$ cat src/rtl/gf16_pkg.sv
// Shared constants and types for the GF(2^16) reduction stage.
// Holds the default irreducible polynomial, datapath widths and the FSM state type.
package gf16_pkg;

   localparam int GF_W   = 16;
   localparam int PROD_W = 32;

   // x^16 + x^12 + x^3 + x + 1
   localparam logic [GF_W:0] GF_POLY_DEFAULT = 17'h1100B;

   typedef enum logic [1:0] {
      IDLE = 2'd0,
      BUSY = 2'd1,
      DONE = 2'd2
   } state_t;

endpackage : gf16_pkg

$ cat src/rtl/gf16_red_step.sv
// One combinational reduction step: clears bit idx of r by XORing the polynomial
// aligned so that its leading term lands on idx.
module gf16_red_step
   import gf16_pkg::*;
#(
   parameter logic [GF_W:0] POLY = GF_POLY_DEFAULT
) (
   input  logic [PROD_W-1:0] r,
   input  logic [4:0]        idx,
   output logic [PROD_W-1:0] r_next
);

   logic [PROD_W-1:0] poly_aligned;

   // {POLY, 15'b0} puts the x^16 term at bit 31; shifting right moves it down to idx.
   assign poly_aligned = {POLY, 15'b0} >> (5'd31 - idx);
   assign r_next       = r[idx] ? (r ^ poly_aligned) : r;

endmodule : gf16_red_step

$ cat src/rtl/gf16_reduce.sv
// Sequential GF(2^16) reduction of a 32-bit carry-less product, valid/ready on both sides.
// Define GF_RED_2BIT_EN to retire two bits per BUSY cycle (8 cycles instead of 16).
module gf16_reduce
   import gf16_pkg::*;
#(
   parameter logic [GF_W:0] POLY = GF_POLY_DEFAULT
) (
   input  logic              clk,
   input  logic              rst,
   input  logic              in_valid,
   output logic              in_ready,
   input  logic [PROD_W-1:0] in_prod,
   output logic              out_valid,
   input  logic              out_ready,
   output logic [GF_W-1:0]   out_rem,
   output logic              busy
);

   state_t            state;
   state_t            next_state;
   logic [PROD_W-1:0] r;
   logic [4:0]        idx;
   logic [PROD_W-1:0] r_s0;
   logic [PROD_W-1:0] r_step;
   logic              last_step;

   gf16_red_step #(.POLY(POLY)) u_step0 (
      .r      (r),
      .idx    (idx),
      .r_next (r_s0)
   );

`ifdef GF_RED_2BIT_EN
   localparam logic [4:0] IDX_DEC = 5'd2;
   logic [4:0] idx_lo;

   assign idx_lo = idx - 5'd1;

   // Second step sees the register value already updated by the first.
   gf16_red_step #(.POLY(POLY)) u_step1 (
      .r      (r_s0),
      .idx    (idx_lo),
      .r_next (r_step)
   );

   assign last_step = (idx == 5'd17);
`else
   localparam logic [4:0] IDX_DEC = 5'd1;

   assign r_step    = r_s0;
   assign last_step = (idx == 5'd16);
`endif

   // NOTE: sequential state uses non-blocking assignments so every register
   // samples pre-edge values, regardless of process ordering.
   always_ff @(posedge clk) begin
      if (rst) begin
         state <= IDLE;
      end else begin
         state <= next_state;
      end
   end

   // NOTE: next_state gets a default before the case so no path leaves it
   // unassigned, which would otherwise infer a latch.
   always_comb begin
      next_state = state;
      case (state)
         IDLE:    if (in_valid)  next_state = BUSY;
         BUSY:    if (last_step) next_state = DONE;
         DONE:    if (out_ready) next_state = IDLE;
         default:                next_state = IDLE;
      endcase
   end

   // Handshake outputs decode registered state only.
   always_comb begin
      in_ready  = 1'b0;
      out_valid = 1'b0;
      busy      = 1'b0;
      case (state)
         IDLE:    in_ready  = 1'b1;
         BUSY:    busy      = 1'b1;
         DONE:    out_valid = 1'b1;
         default: in_ready  = 1'b0;
      endcase
   end

   always_ff @(posedge clk) begin
      if (rst) begin
         r       <= '0;
         idx     <= 5'd31;
         out_rem <= '0;
      end else begin
         case (state)
            IDLE: begin
               if (in_valid) begin
                  r   <= in_prod;
                  idx <= 5'd31;
               end
            end
            BUSY: begin
               r   <= r_step;
               idx <= idx - IDX_DEC;
               if (last_step) out_rem <= r_step[GF_W-1:0];
            end
            default: ;
         endcase
      end
   end

endmodule : gf16_reduce
$ cat config.mk
export PLATFORM = sky130hd
export DESIGN_NAME = gf16_reduce
export DESIGN_NICKNAME = d
export VERILOG_FILES = /design/src/rtl/gf16_pkg.sv /design/src/rtl/gf16_red_step.sv /design/src/rtl/gf16_reduce.sv
export SDC_FILE = /design/constraint.sdc
export NUM_CORES = 1
export LEC_CHECK = 0
export CAP_MARGIN = 40
export CELL_PAD_IN_SITES_DETAIL_PLACEMENT = 2
export CELL_PAD_IN_SITES_GLOBAL_PLACEMENT = 2
export CORE_AREA = 2 2 103 105
export CTS_BUF_LIST = sky130_fd_sc_hd__clkbuf_4 sky130_fd_sc_hd__clkbuf_8
export CTS_CLUSTER_DIAMETER = 120
export DETAILED_ROUTE_END_ITERATION = 8
export DIE_AREA = 0 0 105 107
export PLACE_DENSITY = 0.9
export SLEW_MARGIN = 40
export SYNTH_ARGS = -nofsm -noshare
export SYNTH_HDL_FRONTEND = slang
export SYNTH_SLANG_ARGS = --single-unit
$ cat constraint.sdc
create_clock -name clk -period 3.4 [get_ports clk]
set_input_delay 0.68 -clock clk [delete_from_list [all_inputs] [get_ports clk]]
set_output_delay 0.68 -clock clk [all_outputs]
set_load 0.03 [all_outputs]
==> flow_summary.ini, run 1 <==
[cells_and_area]
fillerInstances = 1192
final-instance-count-excl-fill = 625
layout-drive-gt1-share_pct = 6.54
antennaDiodeCount = 0
final_core_util_pct = 42.3
final_nets = 531
area_growth_pct = 22.5

[timing]
max_slew.worst_pin.slew_ns = 0.691
rsz0062_at_grt = no
setup_viol = 0
drv_slew = 0
hold_viol_final = 0
fin_crit_ns = 3.13
min_period_over_period_pct = 92.1
tns_ns = 0
clock_skew_ns = 0.0108
fmax_ghz = 0.319
max-slew-margin-rel_pct = 53.9

[synthesis]
syn_inst = 450
synth_nets = 493
synth_area_sq_um = 3480
yosysTopAreaCell = dfxtp_1
synth_edf_count = 0
synth_ff_type = dfxtp_1
yosysSeqAreaShare_pct = 31.6
yosysUniqueCellTypes = 51
yosysTopAreaCellShare_pct = 31.6
synth_area_per_cell_sq_um = 7.74
yosys_warnings = 0
synth_area_leaders = dfxtp_1, nand2_1, mux2i_1
async_flop_share_pct = 0
synth_seq_cells = 55

[route]
totalWireLength_mm = 13.9
wl_per_cell_um = 22.3
drt-initial-drc-count = 161
post-route-drc-count = 0
vias_per_cell = 6.13
dr_total_vias = 3834
detail-route-antenna-nets = 0
drt_first_pass_iters = 6

[min_path]
hold_class = reg2reg

[worst_setup_path]
crit_path_end_kind = flop
crit_type = reg2reg
crit_fanout = 13
worst-r2r-setup-slack_ns = 0.27
r2r-start = idx[1]
critPathLaunchType = flop
startpoint = idx[1]
r2r-end = r[0]
rr_worst_depth = 8
arrival_ns = 3.37
critPathCapture = r[0]
required_ns = 3.64

[flow_run]
max_cap_viol_count = 0

[floorplanning]
ios = 55
die_area_sq_um = 11200
initial_core_util_pct = 34.5
core-area_sq_um = 10100
die_w_um = 105
dieHeight_um = 107
placementRows = 37

[global_routing]
antenna_found_initial = 0
grt_max_degree = 52
grt_pass1_vias = 4083
track_usage_pct = 25.3
overflow = 0
grt_pass1_wl_mm = 22.5

[pwr]
power_leakage_nw = 1.62
power_density_nw_per_um2 = 350
ir_drop_v = 0.000151

[placement]
routabilityCongestion = 0.887
io_buffers = 54
place_inst = 617
dp_hpwl_mm = 10.1

[clock_network]
clk_pin_slew_ns = 0.11
postCtsSetupBuffers = 0
clockBufferDepth = 2
clkLatencyLatePin_ns = 0.32
cts_hold_buf = 0
clkSinkCount = 55
numCtsBuffers = 5
cts_tree = done
h-tree-depth = 2
cts_root_buf = clkbuf_8
cts_resized = 0

[outcome]
outcome = finished, final reports clean
[flip-flops by register name, indices dropped and copies added (netlist names)]
signal	cells
r	32
out_rem	16
idx	5
state	2
[synth_stat cells (9+ instances only)]
master    instances
a21oi_1          22
a22oi_1          11
a311oi_1         18
a31oi_1          14
clkbuf_1         26
dfxtp_1          55
inv_1            10
mux2i_1          18
nand2_1          61
nand3_1          12
nor2_1           19
nor3_1            9
o211ai_1         13
o21ai_0          29
or3_1            28
or4_1            10
[critical path: stages (launching register included)]
cell and delay [ns]:
dfxtp_1 0.74, inv_1 0.30, ha_1 0.36, ha_1 0.31
nor3_1 0.34, a21oi_1 0.18, o21ai_0 0.41, o21ai_0 0.15
a311oi_1 0.27
[report_power, final]
group | internal (mW) | switching, mW
Clock | 0.186 | 0.240
Combinational | 0.135 | 0.200
Sequential | 0.680 | 0.0508
[layer usage]
| layer | global-route usage [%] | vias to the layer above | part of all wire (%) | routed length [um] |
|---|---|---|---|---|
| met5 | 0 | - | 0 | 0 |
| met4 | 5.33 | 0 | 1.4 | 197 |
| met3 | 3.16 | 15 | 3.9 | 539 |
| met2 | 46.3 | 71 | 52 | 7240 |
| met1 | 31.8 | 1964 | 43 | 5950 |
| li1 | - | 1784 | - | - |
[cells by family (layout without fill, tap and decap cells)]
| family | after synthesis | count (layout) | synth area share (%) |
|---|---|---|---|
| AND/OR/NAND/NOR | 178 | 178 | 26.2 |
| AO/OA/AOI/OAI | 141 | 141 | 28.0 |
| flip-flops | 55 | 55 | 31.6 |
| buffers and inverters | 49 | 88 | 5.93 |
| multiplexers | 19 | 19 | 5.50 |
| adder cells (fa/ha/maj) | 7 | 7 | 2.52 |
| XOR/XNOR | 1 | 1 | 0.252 |
[layout by cell type, fill, tap and decap left out, types with 3 or more instances in the layout]
cell             synthesis  routed
clkbuf_8                 0       7
or2_2                    6       6
or4_1                   10      10
and2_1                   3       3
o21ai_0                 29      29
a211oi_1                 4       4
inv_1                   10      10
o211ai_1                13      13
buf_4                    0      14
dfxtp_1                 55      55
nor4_1                   6       6
nand4_1                  4       4
ha_1                     7       7
a22o_1                   5       5
o311ai_0                 3       3
o32a_1                   4       4
a22oi_1                 11      11
nor3_1                   9       9
and4_1                   3       3
or3_1                   28      28
nor2_1                  19      18
a31oi_1                 14      14
clkdlybuf4s50_1          0      54
a21oi_1                 22      22
nand2_1                 61      61
mux2i_1                 18      18
and3_1                   7       7
a311oi_1                18      18
nand3_1                 12      12
nor2b_1                  6       6
[worst min-delay path by stage]
stage / startpoint / endpoint / cells after the start
6_report: out_rem[12] / out_rem[12] / 2
5_1_grt: out_rem[11] / out_rem[11] / 2
4_1_cts: out_rem[12] / out_rem[12] / 2
3_5_place_dp: out_rem[12] / out_rem[12] / 2
3_3_place_gp: out_rem[5] / out_rem[5] / 2
2_1_floorplan: r[17] / r[17] / 1
[area by class of cell]
class / instances / area, sq um / share of cell area [%]
Multi-Input combinational cell: 346 / 2180 / 51.2
Sequential cell: 55 / 1100 / 25.8
Timing Repair Buffer: 69 / 666 / 15.6
Tap cell: 136 / 170 / 3.99
Clock buffer: 7 / 96.3 / 2.26
Inverter: 11 / 41.3 / 0.968
Clock inverter: 1 / 7.51 / 0.176
[through the flow]
| step | setup slack, ns | instance area, sq um | hold slack (ns) | total power [mW] |
|---|---|---|---|---|
| 3_3_place_gp | 0.621 | 4160 | 0.443 | 1.05 |
| 2_1_floorplan | 1.02 | 3480 | 0.444 | 0.927 |
| 6_report | 0.268 | 4270 | 0.479 | 1.49 |
| 5_1_grt | 0.0876 | 4270 | 0.516 | 1.56 |
| 3_5_place_dp | 0.353 | 4160 | 0.460 | 1.07 |
| 4_1_cts | 0.316 | 4270 | 0.491 | 1.50 |
No activity file was read; power rests on OpenSTA's default activity.
==> run 2, diff against run 1 <==
Settings changed: CORE_AREA 2 2 103 105 to 2 2 113 115, DIE_AREA 0 0 105 107 to 0 0 115 117, PLACE_DENSITY 0.9 to 0.81.
Clock period 3.4 ns to 2.7 ns, I/O delays scaled along.
==> run 2 against run 1 <==
Against the previous run:
- final area rose by 4.6%
- sequential power rose by 25%
- critical path depth rose by 1
- clock-buffer cell count fell by 1
- highest routed layer unchanged
- die area rose by 20%
- flip-flop and latch count did not move
- register-to-register slack got worse by 0.09 ns
- critical endpoint unchanged
- cell count rose by 5.4%
- global-route usage fell by 3.9 points
- power rose by 27%
==> flow_summary.ini, run 2 (same netlist as run 1, synthesis figures left out) <==
[floorplanning]
die_area_sq_um = 13500
ios = 55
initial_core_util_pct = 28.3
dieHeight_um = 117
core-area_sq_um = 12300
placementRows = 41
die_w_um = 115

[placement]
io_buffers = 54
dp_hpwl_mm = 10.5
routabilityCongestion = 0.941
place_inst = 648

[cells_and_area]
layout-drive-gt1-share_pct = 11.2
area_growth_pct = 28.1
largest_reg_flops = 32
final-instance-count-excl-fill = 659
final_nets = 551
final_common_cell = nand2_1
top_register = r
antennaDiodeCount = 0
top_regs = r (32), out_rem (16), idx (5)
final_cell_mix = nand2_1, dfxtp_1, clkdlybuf4s50_1

[route]
vias_per_cell = 5.88
drt-initial-drc-count = 230
totalWireLength_mm = 14.3
post-route-drc-count = 0
detail-route-antenna-nets = 0
drt_first_pass_iters = 4
dr_total_vias = 3877
wl_per_cell_um = 21.7

[clock_network]
numCtsBuffers = 5
cts_root_buf = clkbuf_8
clkSinkCount = 55
cts_tree = done
clk_pin_slew_ns = 0.12
clockBufferDepth = 2
h-tree-depth = 2
clkLatencyLatePin_ns = 0.33

[flow_run]
max_cap_viol_count = 0

[global_routing]
antenna_found_initial = 0
overflow = 0
track_usage_pct = 21.4
grt_max_degree = 52
grt_pass1_vias = 4045
grt_pass1_wl_mm = 22.5

[outcome]
outcome = finished, final reports clean

[timing]
min_period_over_period_pct = 93.5
max-slew-margin-rel_pct = 55.3
max_slew.worst_pin.slew_ns = 0.670
fin_crit_ns = 2.52
drv_slew = 0
fmax_ghz = 0.396
rsz0062_at_grt = no
hold_viol_final = 0
tns_ns = 0
setup_viol = 0
clock_skew_ns = 0.0101

[worst_setup_path]
r2r-start = idx[1]
worst-r2r-setup-slack_ns = 0.18
crit_fanout = 51
arrival_ns = 2.76
r2r-end = r[0]
rr_worst_depth = 9
crit_path_end_kind = flop
required_ns = 2.93
critPathLaunchType = flop
crit_type = reg2reg

[pwr]
power_density_nw_per_um2 = 425
ir_drop_v = 0.000212
power_leakage_nw = 1.72

[min_path]
hold_class = reg2reg
min_to = out_rem[12]
hold_start = out_rem[12]
hold-path-cell-count = 2
## run 2: changes by cell type in the layout (fill, tap and decap cells not counted), sizes merged
cell	change
clkbuf	-1
clkinvlp	-1
clkinv	+2
buf	+20
## run 2: cell type report
class | instances | area (sq um)
multi-input cells | 346 | 2200
flip-flops and latches | 55 | 1100
inverters | 11 | 41.3
fillers | 1424 | 7850
clock inverters | 2 | 17.5
well taps | 150 | 188
clock buffers | 6 | 76.3
repair buffers | 89 | 832
## run 2: worst max-delay path, stage by stage, from the launching register on
cell and delay [ns]:
dfxtp_1 0.37, buf_6 0.20, buf_4 0.18, mux2i_1 0.10, a22oi_2 0.21, a21oi_1 0.13
a2111o_1 0.35, buf_12 0.20, or3_1 0.35, a311oi_1 0.31
## run 2: timing repair
action / CTS / global route
buffers inserted: 0 / 3
hold buffers: 0 / 0
endpoints found under the setup margin: 0 / 20
resized for setup: 0 / 6
## run 2: where the power goes
group	internal, mW	leakage (nW)	total, mW	switching (mW)
Clock	0.198	0.0488	0.521	0.322
Combinational	0.199	1.23	0.460	0.261
Sequential	0.857	0.450	0.917	0.0598
## run 2: per-stage QoR
| step | utilization (%) | total power, mW | instance area (sq um) | hold WS [ns] | setup slack (ns) |
|---|---|---|---|---|---|
| after global routing | 36.2 | 1.99 | 4460 | 0.492 | 0.00507 |
| after detailed placement | 35.1 | 1.38 | 4320 | 0.452 | 0.149 |
| after CTS | 35.8 | 1.89 | 4410 | 0.480 | 0.0746 |
| after floorplan | - | 1.17 | 3480 | 0.444 | 0.457 |
| final | 36.2 | 1.90 | 4460 | 0.471 | 0.176 |
| after global placement | 35.1 | 1.35 | 4320 | 0.443 | 0.251 |
## run 2: worst max-delay path by stage
stage,from,endpoint,cells after the start
after floorplan,state[1],busy,6
after global routing,idx[1],r[8],9
final,idx[1],r[0],9
after detailed placement,idx[1],r[14],9
after global placement,idx[1],r[11],9
after CTS,idx[1],r[14],9
## run 2: layer usage
layer	track usage, %	part of all wire (%)	vias to the layer above
li1	-	-	1819
met1	28.5	45	1980
met2	37.9	50	70
met3	2.47	4.2	8
met4	3.61	0.73	0
met5	0	0	-
==> run 3, diff against run 2 <==
Settings changed: CORE_AREA 2 2 113 115 to 2 2 114 116, DIE_AREA 0 0 115 117 to 0 0 116 118, PLACE_DENSITY 0.81 to 0.82, SYNTH_HIERARCHICAL from default to 1.
==> run 3 against run 2 <==
Against the previous run:
- via count is 11% lower
- power is 0.59% higher
- combinational power rose by 6.7%
- clock power fell by 4.4%
==> flow_summary.ini, run 3 <==
[cells_and_area]
top_regs = r (32), out_rem (16), idx (5)
ff_latch_area_sq_um = 1100
fillerInstances = 1415
final_common_cell = mux2i_1
antennaDiodeCount = 0
largest_reg_flops = 32
top_register = r
multi_input_area_sq_um = 2500
final_cell_mix = mux2i_1, dfxtp_1, clkdlybuf4s50_1
final_nets = 523
area_growth_pct = 22.2
layout-drive-gt1-share_pct = 10.8
final_core_util_pct = 37.4
final_area_sq_um = 4650

[clock_network]
cts_tree = done
numCtsBuffers = 5
cts_root_buf = clkbuf_8
clkLatencyLatePin_ns = 0.32
h-tree-depth = 2
clkSinkCount = 55
clockBufferDepth = 2
clk_pin_slew_ns = 0.11
postCtsSetupBuffers = 0

[route]
wl_per_cell_um = 18.6
drt_first_pass_iters = 4
totalWireLength_mm = 12.1
dr_total_vias = 3443
post-route-drc-count = 0
detail-route-antenna-nets = 0
drt-initial-drc-count = 69
vias_per_cell = 5.26

[worst_setup_path]
arrival_ns = 2.88
max_stage_delay_ns = 0.41
crit_path_end_kind = flop
crit_chain = buf_12 > inv_1 > ha_1 > nor2b_1 > o31a_1 > a22oi_1 > a31oi_2 > xor2_1 > or2b_2 > mux2i_1
crit_fanout = 17
required_ns = 2.95
critical_path_buf_inv_count = 2
crit_family = compound AO/OA/AOI/OAI gates
worst_path_max_delay_cell = dfxtp_1
critPathLaunchType = flop
crit_type = reg2reg

[timing]
max_slew.worst_pin.slew_ns = 0.767
drv_slew = 0
setup_viol = 0
min_period_over_period_pct = 97.4
fmax_ghz = 0.380
clock_skew_ns = 0.00915
max-slew-margin-rel_pct = 48.8
setup_ws_ns = 0.0701
fin_hold_ws_ns = 0.488
hold_viol_final = 0
fin_crit_ns = 2.63

[synthesis]
yosys_warnings = 6
synth_area_leaders = dfxtp_1, mux2i_1, a211oi_1
yosysSeqAreaShare_pct = 28.9
synth_edf_count = 0
yosysTopAreaCellShare_pct = 28.9
synth_seq_cells = 55
synth_nets = 476
async_flop_share_pct = 0
yosysMostFrequentCell = mux2i_1
synth_top_cells_by_count = mux2i_1, dfxtp_1, nor2_1
synth_ff_type = dfxtp_1
synth_area_per_cell_sq_um = 8.76
syn_inst = 434
yosysTopAreaCell = dfxtp_1
yosysUniqueCellTypes = 50
synth_area_sq_um = 3800

[placement]
dp_slack_ns = 0.0434
routabilityCongestion = 0.867
io_buffers = 54
postPlaceCellArea_sq_um = 4530
dp_hpwl_mm = 9.11

[pwr]
switching_share_pct = 32.9
comb_power_share_pct = 25.8
ir_drop_v = 0.000169
p_sw_uw = 628
seq_power_share_pct = 48.1
p_clk_share_pct = 26.1
intPower_mw = 1.28
power_leakage_nw = 1.94
power_mw = 1.91
power_density_nw_per_um2 = 411

[global_routing]
track_usage_pct = 18.1
grt_pass1_wl_mm = 19.8
grt_max_degree = 64
grt_pass1_vias = 3694
overflow = 0
antenna_found_initial = 0

[floorplanning]
die_area_sq_um = 13700
dieHeight_um = 118
initial_core_util_pct = 30.6
core-area_sq_um = 12400
die_w_um = 116
placementRows = 41
ios = 55

[flow_run]
max_cap_viol_count = 0

[outcome]
outcome = finished, final reports clean

[min_path]
hold_class = reg2reg
## run 3: worst register-to-register path, stage by stage, from the launching register on
cell,delay (ns)
dfxtp_1,0.41
buf_12,0.18
inv_1,0.11
ha_1,0.25
nor2b_1,0.17
o31a_1,0.28
a22oi_1,0.38
a31oi_2,0.10
xor2_1,0.19
or2b_2,0.32
mux2i_1,0.16
## run 3: layer usage
layer	GRT usage, %	vias up	share of wire (%)
li1	-	1644	-
met1	22.4	1715	45
met2	32.3	63	51
met3	2.47	21	2.8
met4	5.28	0	2.0
met5	0	-	0
## run 3: repair_timing
| item | 4_1_cts | 5_1_grt |
|---|---|---|
| resized for setup | 0 | 4 |
| endpoints found under the setup margin | 0 | 23 |
| hold buffers | 0 | 0 |
## run 3: worst paths after layout
path / endpoint / start / slack, ns / cells after the start
worst max-delay path: out_rem[5] / idx[0] / 0.07 / 10
worst min-delay path: out_rem[13] / out_rem[13] / 0.49 / 2
worst max register to register: out_rem[5] / idx[0] / 0.07 / 10
worst min register to register: out_rem[13] / out_rem[13] / 0.49 / 2
## run 3: power groups by stage
stage | Clock [mW] | Sequential [mW] | Combinational (mW)
6_report | 0.498 | 0.918 | 0.491
5_1_grt | 0.549 | 0.929 | 0.543
4_1_cts | 0.515 | 0.920 | 0.491
3_5_place_dp | 0 | 0.939 | 0.488
3_3_place_gp | 0 | 0.934 | 0.469
2_1_floorplan | 0 | 0.919 | 0.343
## run 3: layout make-up
class                   instances  area share [%]
repair buffers                 73            15.1
flip-flops and latches         55            23.7
inverters                      11           0.889
well taps                     172            4.63
clock inverters                 3           0.404
multi-input cells             335            53.8
clock buffers                   5            1.48
## run 3: kinds of logic (layout without fill, tap and decap cells)
group | Yosys count | in the layout | share of synthesized area [%]
and+or+nand+nor | 136 | 136 | 18.9
DFF | 55 | 55 | 28.9
adders and majority gates | 6 | 6 | 1.97
buffers and inverters | 44 | 92 | 6.12
muxes | 61 | 61 | 16.7
xor gates and xnor gates | 31 | 31 | 7.14
AOI/OAI and AO/OA | 101 | 101 | 20.2
## run 3: stage by stage
stage / std cells / setup TNS [ns]
global placement: 646 / 0
CTS: 654 / 0
global route: 654 / -0.0300
detailed placement: 646 / 0
floorplan: 434 / 0
finish: 654 / 0
